## src/rtl/demux8_dispatch_pkg.sv

```systemverilog
// Shared definitions for the 8-way demultiplexing dispatcher: channel count,
// select width, slot state encoding and the select decoder.
package demux8_dispatch_pkg;

  localparam int NUM_CH = 8;
  localparam int SEL_W  = 3;

  typedef enum logic {
    EMPTY = 1'b0,
    FULL  = 1'b1
  } slot_state_t;

  // One-hot decode of a channel index; the top uses it to steer in_valid.
  function automatic logic [NUM_CH-1:0] sel_decode(input logic [SEL_W-1:0] sel);
    logic [NUM_CH-1:0] one;
    one = {{(NUM_CH-1){1'b0}}, 1'b1};
    return one << sel;
  endfunction

endpackage

```

## src/rtl/demux8_dispatch_slot.sv

```systemverilog
// demux_slot: one-entry holding buffer with valid/ready on both sides.
// Optional delivery counter is built when DEMUX8_CNT_EN is defined.
module demux_slot
  import demux8_dispatch_pkg::*;
#(
  parameter int WIDTH = 32
`ifdef DEMUX8_CNT_EN
  , parameter int CNT_W = 16
`endif
) (
  input  logic             clk,
  input  logic             resetn,
  input  logic             in_valid,
  output logic             in_ready,
  input  logic [WIDTH-1:0] in_data,
  output logic             out_valid,
  input  logic             out_ready,
  output logic [WIDTH-1:0] out_data
`ifdef DEMUX8_CNT_EN
  , output logic [CNT_W-1:0] out_cnt
`endif
);

  slot_state_t      state_q;
  slot_state_t      state_d;
  logic             in_fire;
  logic             out_fire;
  logic [WIDTH-1:0] data_q;

  always_ff @(posedge clk or negedge resetn) begin
    if (!resetn) begin
      state_q <= EMPTY;
    end else begin
      state_q <= state_d;
    end
  end

  // A full slot still accepts when it drains in the same cycle, which keeps
  // one word per cycle flowing through a channel.
  always_comb begin
    state_d   = state_q;
    in_ready  = 1'b0;
    out_valid = 1'b0;
    in_fire   = 1'b0;
    out_fire  = 1'b0;
    case (state_q)
      EMPTY: begin
        in_ready = 1'b1;
        in_fire  = in_valid;
        if (in_fire) begin
          state_d = FULL;
        end
      end
      FULL: begin
        out_valid = 1'b1;
        in_ready  = out_ready;
        out_fire  = out_ready;
        in_fire   = in_valid && out_ready;
        if (out_fire && !in_fire) begin
          state_d = EMPTY;
        end
      end
      default: begin
        state_d = EMPTY;
      end
    endcase
  end

  always_ff @(posedge clk or negedge resetn) begin
    if (!resetn) begin
      data_q <= '0;
    end else if (in_fire) begin
      data_q <= in_data;
    end
  end

  assign out_data = data_q;

`ifdef DEMUX8_CNT_EN
  logic [CNT_W-1:0] cnt_q;

  // Wraps naturally at 2^CNT_W.
  always_ff @(posedge clk or negedge resetn) begin
    if (!resetn) begin
      cnt_q <= '0;
    end else if (out_fire) begin
      cnt_q <= cnt_q + CNT_W'(1);
    end
  end

  assign out_cnt = cnt_q;
`endif

endmodule

```

## src/rtl/demux8_dispatch.sv

```systemverilog
// demux8_dispatch: routes one payload per cycle to one of 8 independent
// one-entry channel slots. Define DEMUX8_CNT_EN to add per-channel counters.
module demux8_dispatch
  import demux8_dispatch_pkg::*;
#(
  parameter int WIDTH = 32,
  parameter int CNT_W = 16
) (
  input  logic                    clk,
  input  logic                    resetn,
  input  logic                    in_valid,
  output logic                    in_ready,
  input  logic [SEL_W-1:0]        in_sel,
  input  logic [WIDTH-1:0]        in_data,
  output logic [NUM_CH-1:0]       out_valid,
  input  logic [NUM_CH-1:0]       out_ready,
  output logic [NUM_CH*WIDTH-1:0] out_data
`ifdef DEMUX8_CNT_EN
  , output logic [NUM_CH*CNT_W-1:0] out_cnt
`endif
);

  logic [NUM_CH-1:0] sel_onehot;
  logic [NUM_CH-1:0] slot_in_valid;
  logic [NUM_CH-1:0] slot_in_ready;

  // in_ready depends only on the addressed slot, never on in_valid.
  assign sel_onehot    = sel_decode(in_sel);
  assign slot_in_valid = sel_onehot & {NUM_CH{in_valid}};
  assign in_ready      = slot_in_ready[in_sel];

  for (genvar i = 0; i < NUM_CH; i++) begin : g_slot
    demux_slot #(
      .WIDTH (WIDTH)
`ifdef DEMUX8_CNT_EN
      , .CNT_W (CNT_W)
`endif
    ) u_slot (
      .clk       (clk),
      .resetn    (resetn),
      .in_valid  (slot_in_valid[i]),
      .in_ready  (slot_in_ready[i]),
      .in_data   (in_data),
      .out_valid (out_valid[i]),
      .out_ready (out_ready[i]),
      .out_data  (out_data[i*WIDTH +: WIDTH])
`ifdef DEMUX8_CNT_EN
      , .out_cnt (out_cnt[i*CNT_W +: CNT_W])
`endif
    );
  end

`ifndef DEMUX8_CNT_EN
  // CNT_W stays a parameter in the counter-less build so overrides remain valid.
  if (CNT_W < 1) begin : g_cnt_w_unused
  end
`endif

endmodule

```

## config.mk

```make
export PLATFORM = sky130hd
export DESIGN_NAME = demux8_dispatch
export DESIGN_NICKNAME = d
export VERILOG_FILES = /design/src/rtl/demux8_dispatch_pkg.sv /design/src/rtl/demux8_dispatch_slot.sv /design/src/rtl/demux8_dispatch.sv
export SDC_FILE = /design/constraint.sdc
export NUM_CORES = 1
export LEC_CHECK = 0
export BUFFER_PORTS_ARGS = -buffer_cell sky130_fd_sc_hd__buf_2
export CORE_AREA = 3 3 167 169
export DETAILED_ROUTE_END_ITERATION = 6
export DIE_AREA = 0 0 170 172
export HOLD_SLACK_MARGIN = 0.08
export PLACE_DENSITY = 0.71
export SYNTH_ARGS = -nofsm -noshare
export SYNTH_HDL_FRONTEND = slang
export SYNTH_SLANG_ARGS = --single-unit
```

## constraint.sdc

```tcl
create_clock -name clk -period 2.6 [get_ports clk]
set_input_delay 0.52 -clock clk [delete_from_list [all_inputs] [get_ports clk]]
set_output_delay 0.52 -clock clk [all_outputs]
set_load 0.02 [all_outputs]
```

# Word level (Yosys, flattened, before mapping)
# Index checks and enable logic that the tools add are counted.
# word_totals
regBits,264
latch_bits,0
mem_bits_rw,0
mem_bits_ro,0
inputBits,46
output_inout_bits,265
elab_cells,101
mem_count,0
# op_classes
add_sub_neg,0
n_mul,0
div,0
magnitude_cmp,1
eq_ne,0
shift,1
muxes,50
n_bitwise,9
reduce_logical,24
# ops
op,count
$pmux 1 s2,24
$mux 1,25
$logic_and 1x1->1,16
$and 8x8->8,1
$logic_not 1->1,8
$not 1->1,8
$shl 1x3->8 const A,1
$lt 3x4->1 const B,1
$bmux 1 s3,1

# Logic depth before layout (Yosys ltp)
# Gate-level depths: netlist of run 1.
# depth
ltp_word,7
ltp_mapped,6
ltp_nobuf,3

# Modules after synthesis
# Synthesis of run 1 repeated with hierarchy kept, for this count alone.
# hier_totals
hier_cells,585
hier_area_um2,11259.5
# modules_own_cells
module,n_inst,cells_each,area_each_um2,seq_area_each_um2
demux_slot,8,71,1391.3,825.8
demux8_dispatch,1,17,128.9,0.0

# Worst setup path after synthesis of run 1
# No wires, ideal clock.
# synth_timing
path_kind,in2out
start,input port in_sel[1]
end,output port in_ready
t_arrival_ns,1.359
required_time_ns,2.080
slack_ns,0.721
path_stages,4
n_path_buf,1
cell_sequence,buf_2 > nand2_1 > o22ai_1 > o32a_1
# synth_via
elab_chain_len,2
# synth_rtl
item,line_no,rtl
from (decl),demux8_dispatch.sv:13,"input logic [SEL_W-1:0] in_sel,"
$bmux 1 s3,demux8_dispatch.sv:30,assign in_ready = slot_in_ready[in_sel];
$mux 1 (implied by the code),demux8_dispatch.sv:30,
to (decl),demux8_dispatch.sv:12,"output logic in_ready,"
# Every way passes these cells. The select of a mux whose other input is x is not followed.

# Final worst setup path of run 1
# layout_timing
start,register g_slot[3].u_slot.state_q
end,output port in_ready
# layout_via
elab_chain_len,4
# layout_rtl
item,line_no,rtl
from (decl),demux8_dispatch_slot.sv:24,slot_state_t state_q;
from (signal assigned),demux8_dispatch_slot.sv:34,state_q <= state_d;
$not 1->1,demux8_dispatch_slot.sv:46,case (state_q)
$pmux 1 s2 (*),demux8_dispatch_slot.sv:46,
$bmux 1 s3 (*),demux8_dispatch.sv:30,
$mux 1 (implied by the code) (*),demux8_dispatch.sv:30,
# Mark *: on every way between the ends. The rest lies on a longest branch, timed or not. The select of a mux whose other input is x is not followed.

==> results of run 1 <==
## layout by cell type, fill, tap and decap left out, drive strengths merged, types with 2 or more instances in the layout
master,count
buf,334
o21bai,4
nor3,3
dfrtp,264
nand2,2
nor2b,5
mux2,256
o31ai,2
clkbuf,41
clkinv,7
nor2,2
nand2b,7
nor3b,2
bufinv,3
## logic make-up (layout without fill, tap and decap cells)
kind of cell,count (synthesis),count (layout),synth area share
flip-flops,264,264,0.645
AND/OR/NAND/NOR,26,26,0.0183
multiplexers,256,256,0.303
AO/OA/AOI/OAI,12,12,0.00892
buffers and inverters,37,388,0.0242
## per-layer routing
metal | wire length [µm] | GRT usage
met1 | 11400 | 0.231
met2 | 13000 | 0.300
met3 | 2070 | 0.0473
met4 | 433 | 0.0374
met5 | 5 | 0
## state kept, by name, summed over array words and instances (netlist names)
register	cells
g_slot.u_slot.state_q	8
g_slot.u_slot.out_data	256
## where the power goes
part	internal, mW	total [mW]	switching, mW
Clock	2.53	4.14	1.61
Combinational	1.46	3.53	2.07
Sequential	5.02	5.49	0.475
## worst reg2reg max path, cell delays in order, from the launching register on
cell     delay (ps)
dfrtp_1         380
nor2b_1         170
or3_2           440
buf_4           260
mux2_4          380
## metrics by stage
| stage | cells | hold slack (ps) |
|---|---|---|
| 3_3_place_gp | 1234 | 466 |
| 5_1_grt | 1287 | 296 |
| 4_1_cts | 1287 | 277 |
| 6_report | 1287 | 302 |
| 3_5_place_dp | 1234 | 476 |
| 2_1_floorplan | 595 | 224 |
## cell type report
class / instances / area [µm²]
well taps: 341 / 427
clock buffers: 41 / 841
fillers: 2276 / 13500
multi-input cells: 294 / 3410
flip-flops and latches: 264 / 6610
repair buffers: 335 / 1810
clock inverters: 11 / 136
inverters: 1 / 3.75
## worst max-delay path by stage
stage | to | slack (ps) | cells past startpoint
detailed placement | g_slot[2].u_slot.out_data[7] | 490 | 5
global placement | in_ready | 510 | 5
global route | in_ready | 200 | 4
floorplan | in_ready | 720 | 4
CTS | in_ready | 260 | 4
finish | in_ready | 290 | 4
## synthesized netlist by cell type (2+ instances only)
cell type  instances  share of area
nor3_2             3         0.0029
buf_6              7         0.0077
nor3b_1            2         0.0015
mux2_1             5         0.0055
nand2b_4           2         0.0027
nor2b_1            5         0.0031
buf_4              8         0.0059
mux2_4            60          0.088
mux2_2           191           0.21
nor2_1             2        0.00073
dfrtp_1          264           0.65
o31ai_1            2         0.0015
nand2b_1           5         0.0031
o21bai_1           4         0.0029
nand2_1            2        0.00073
buf_2             21          0.010
==> flow_summary.ini, run 1 <==
[route]
first_iter_violations = 238
routedWlPerCell_um = 21.0
drc = 0
num_vias = 6387
via_per_inst = 4.96
routed_wirelength_mm = 27.0
drtAntennaViolNets = 0
drt-pass1-iter-count = 4

[setup_path]
slowest_stage = o32a_1
reg2regPathDepth = 4
rr_startpoint = g_slot[2].u_slot.state_q
crit_buf_inv = 1
cp-end-kind = output pin
required_ps = 2080
cp_max_fo = 3
path_delay_family = compound AO/OA/AOI/OAI gates
crit_type = reg2out
r2r_setup_slack_ps = 860
cpPeakStageDelay_ps = 340
cp-startpoint = g_slot[3].u_slot.state_q
rr_endpoint = g_slot[2].u_slot.out_data[7]
path_cells = nor2b_1, o22ai_1, o32a_1, buf_2
arrival_ps = 1790
start_kind = flop

[floorplan]
coreArea_um2 = 26700
initial_utilization = 0.383
die_area_um2 = 29200
rows = 60
die_w_um = 170
io_pins = 311
die_height_um = 172

[synth]
synth_fp_nets = 641
synthesis.instances = 595
synth_warnings = 0
synth_edf_count = 0
synth_seq_cells = 264
synthArstFlopShare = 1.00
avgSynthCellArea_um2 = 17.2
synth_area_um2 = 10200
synth_top_flop_cell = dfrtp_1
synth_cell_type_count = 28
ys_seq_area_frac = 0.645

[worst_hold_path]
whs_path_depth = 3
hold_end = g_slot[1].u_slot.state_q
hold_path.startpoint = out_ready[1]
hold_class = in2reg

[placement]
gp_congestion = 0.778
dpl-instance-area_um2 = 12300
dp_hpwl_mm = 18.7
pre_cts_slack_ps = 491
port-buffer-count = 310

[sta]
finalCritPeriodShare = 0.887
skew_ps = 6.03
min_period_ps = 2310
finalHoldViolCount = 0
max_slew_margin = 0.597
tightestPinTransition_ps = 604
fmaxAchievable_mhz = 434
rsz0062_at_grt = false
finalSetupTns_ps = 0
setup_slack_ps = 294
setup_viol = 0
drv_slew = 0

[clock_network]
clock_sink_count = 264
cts_tree = done
clk_pin_slew_worst_paths_ps = 60
clk_latency_ps = 530
post_cts_resized = 0
cts-hold-fix-buffers = 1
root_buffer = clkbuf_16
post_cts_buffers = 0
cts_buffers = 28
htreeDepth = 1
clockBufferDepth = 3

[finish]
antennaDiodeCount = 0
fin_util = 0.496
design_area_um2 = 13200
area_delta_synth_final_pct = 29.3
nNetsFinal = 970
drive_gt1_frac = 0.677

[power_and_ir_drop]
power_density_nw_per_um2 = 994
power_leakage_nw = 6.56
ir_drop_uv = 525
finalPower_mw = 13.2

[job]
drv_cap = 0

[global_route]
grt_pass1_wl_mm = 40.4
grt_start_max_net_pins = 72
antenna_found_initial = 0
grt_usage = 0.177
grt_pass1_vias = 6596
gr-total-overflow = 0

[run_status]
status = finished, final reports clean
Note: power is estimated with default switching activity, not from simulation.
==> run 2, diff against run 1 <==
Settings changed: PLACE_DENSITY 0.71 to unset, PLACE_DENSITY_LB_ADDON set to 0.15.
==> run 2 against run 1 <==
Against the previous run:
- sequential power about the same
- global-route usage up 0.20 points
- sequential share of layout area hardly changed
- critical path depth did not move
- critical endpoint unchanged
- clock skew increased by 1.2 ps
- highest routed layer is now met4
==> flow_summary.ini, run 2 (synthesized netlist as in run 1, its figures left out) <==
[run_status]
status = finished, final reports clean

[finish]
drive_gt1_frac = 0.675
antennaDiodeCount = 0
design_area_um2 = 13200
layout_common_cells = 309 x buf_2, 264 x dfrtp_1, 191 x mux2_2, 60 x mux2_4, 29 x clkbuf_16
mostFrequentLayoutCell = buf_2
nNetsFinal = 964
fin_util = 0.496
largest_register_ff_count = 256
area_delta_synth_final_pct = 29.3

[route]
routed_wirelength_mm = 27.1
num_vias = 6157
routedWlPerCell_um = 21.2
drc = 0
drtAntennaViolNets = 0
first_iter_violations = 364
drt-pass1-iter-count = 4
via_per_inst = 4.81

[job]
drv_cap = 0

[power_and_ir_drop]
switching_power_mw = 4.17
p_int_mw = 9.22
power_leakage_nw = 6.55
power_density_nw_per_um2 = 1010
power_frac_clock = 0.328
combPwrFrac = 0.264
netSwitchingFraction = 0.311
seqPwrFrac = 0.408
ir_drop_uv = 561

[global_route]
grt_usage = 0.179
grt_start_max_net_pins = 75
grt_pass1_wl_mm = 40.5
gr-total-overflow = 0
grt_pass1_vias = 6291
antenna_found_initial = 0

[placement]
gp_congestion = 0.766
port-buffer-count = 310
dp_hpwl_mm = 18.1
dpl-instance-area_um2 = 12200

[clock_network]
clk_latency_ps = 530
root_buffer = clkbuf_16
clk_pin_slew_worst_paths_ps = 60
htreeDepth = 1
clock_sink_count = 264
cts_tree = done
cts_buffers = 29
post_cts_resized = 0
clockBufferDepth = 3

[sta]
setup_viol = 0
tightestPinTransition_ps = 743
hold_ws_ps = 308
skew_ps = 7.22
finalSetupTns_ps = 0
finalCritPeriodShare = 0.924
rsz0062_at_grt = false
finalHoldViolCount = 0
max_slew_margin = 0.505
min_period_ps = 2400
fmaxAchievable_mhz = 416
drv_slew = 0

[worst_hold_path]
hold_class = in2reg

[setup_path]
critical_path.endpoint = in_ready
start_kind = flop
cp-startpoint = g_slot[3].u_slot.state_q
crit_type = reg2out
reg2regPathDepth = 4
cp_max_fo = 3
r2r_setup_slack_ps = 720
rr_endpoint = g_slot[2].u_slot.out_data[31]
rr_startpoint = g_slot[2].u_slot.state_q
arrival_ps = 1880
cp-end-kind = output pin
required_ps = 2080

[floorplan]
rows = 60
coreArea_um2 = 26700
initial_utilization = 0.383
die_w_um = 170
io_pins = 311
die_area_um2 = 29200
die_height_um = 172
## run 2: power by group through the flow
stage | combinational, mW | clock [mW] | sequential, mW
final | 3.53 | 4.40 | 5.47
after CTS | 3.59 | 4.53 | 5.47
after global placement | 3.56 | 0 | 5.52
after floorplan | 1.00 | 0 | 6.65
after detailed placement | 3.59 | 0 | 5.53
after global routing | 3.75 | 4.69 | 5.59
## run 2: worst min path at each step
stage                            start  depth (start not counted)                             to  slack, ps
after floorplan                 resetn                          0   g_slot[0].u_slot.out_data[0]        220
after global placement          resetn                          1  g_slot[4].u_slot.out_data[11]        400
after detailed placement        resetn                          1  g_slot[4].u_slot.out_data[11]        400
after CTS                 out_ready[4]                          3       g_slot[4].u_slot.state_q        270
after global routing       in_data[30]                          2  g_slot[1].u_slot.out_data[30]        300
final                     out_ready[4]                          3       g_slot[4].u_slot.state_q        310
## run 2: what timing repair did
action / in CTS / in global routing
hold endpoints to repair: 24 / 0
hold buffers: 1 / 0
buffers inserted: 0 / 0
## run 2: layout make-up
type / count / area, µm²
Fill cell: 2371 / 13500
Sequential cell: 264 / 6610
Multi-Input combinational cell: 294 / 3410
Timing Repair Buffer: 328 / 1760
Clock buffer: 41 / 851
Tap cell: 341 / 427
Clock inverter: 10 / 181
Inverter: 1 / 3.75
## run 2: worst max-delay path, stage by stage, from the launching register on
cell	delay [ps]
dfrtp_1	350
nor2b_1	370
o22ai_1	120
o32a_1	340
buf_2	160
## run 2: routing by layer
layer / share of wire / vias to the layer above / global-route usage
met1: 0.45 / 3164 / 0.253
met3: 0.065 / 37 / 0.0448
li1: - / 2759 / -
met2: 0.46 / 197 / 0.283
met5: 0 / - / 0
met4: 0.023 / 0 / 0.0406
## run 2: metrics by stage
| step | setup WS, ps | total power, mW | instances |
|---|---|---|---|
| 2_1_floorplan | 721 | 7.65 | 595 |
| 3_3_place_gp | 415 | 9.08 | 1227 |
| 3_5_place_dp | 389 | 9.12 | 1227 |
| 4_1_cts | 202 | 13.6 | 1279 |
| 5_1_grt | 171 | 14.0 | 1279 |
| 6_report | 199 | 13.4 | 1279 |
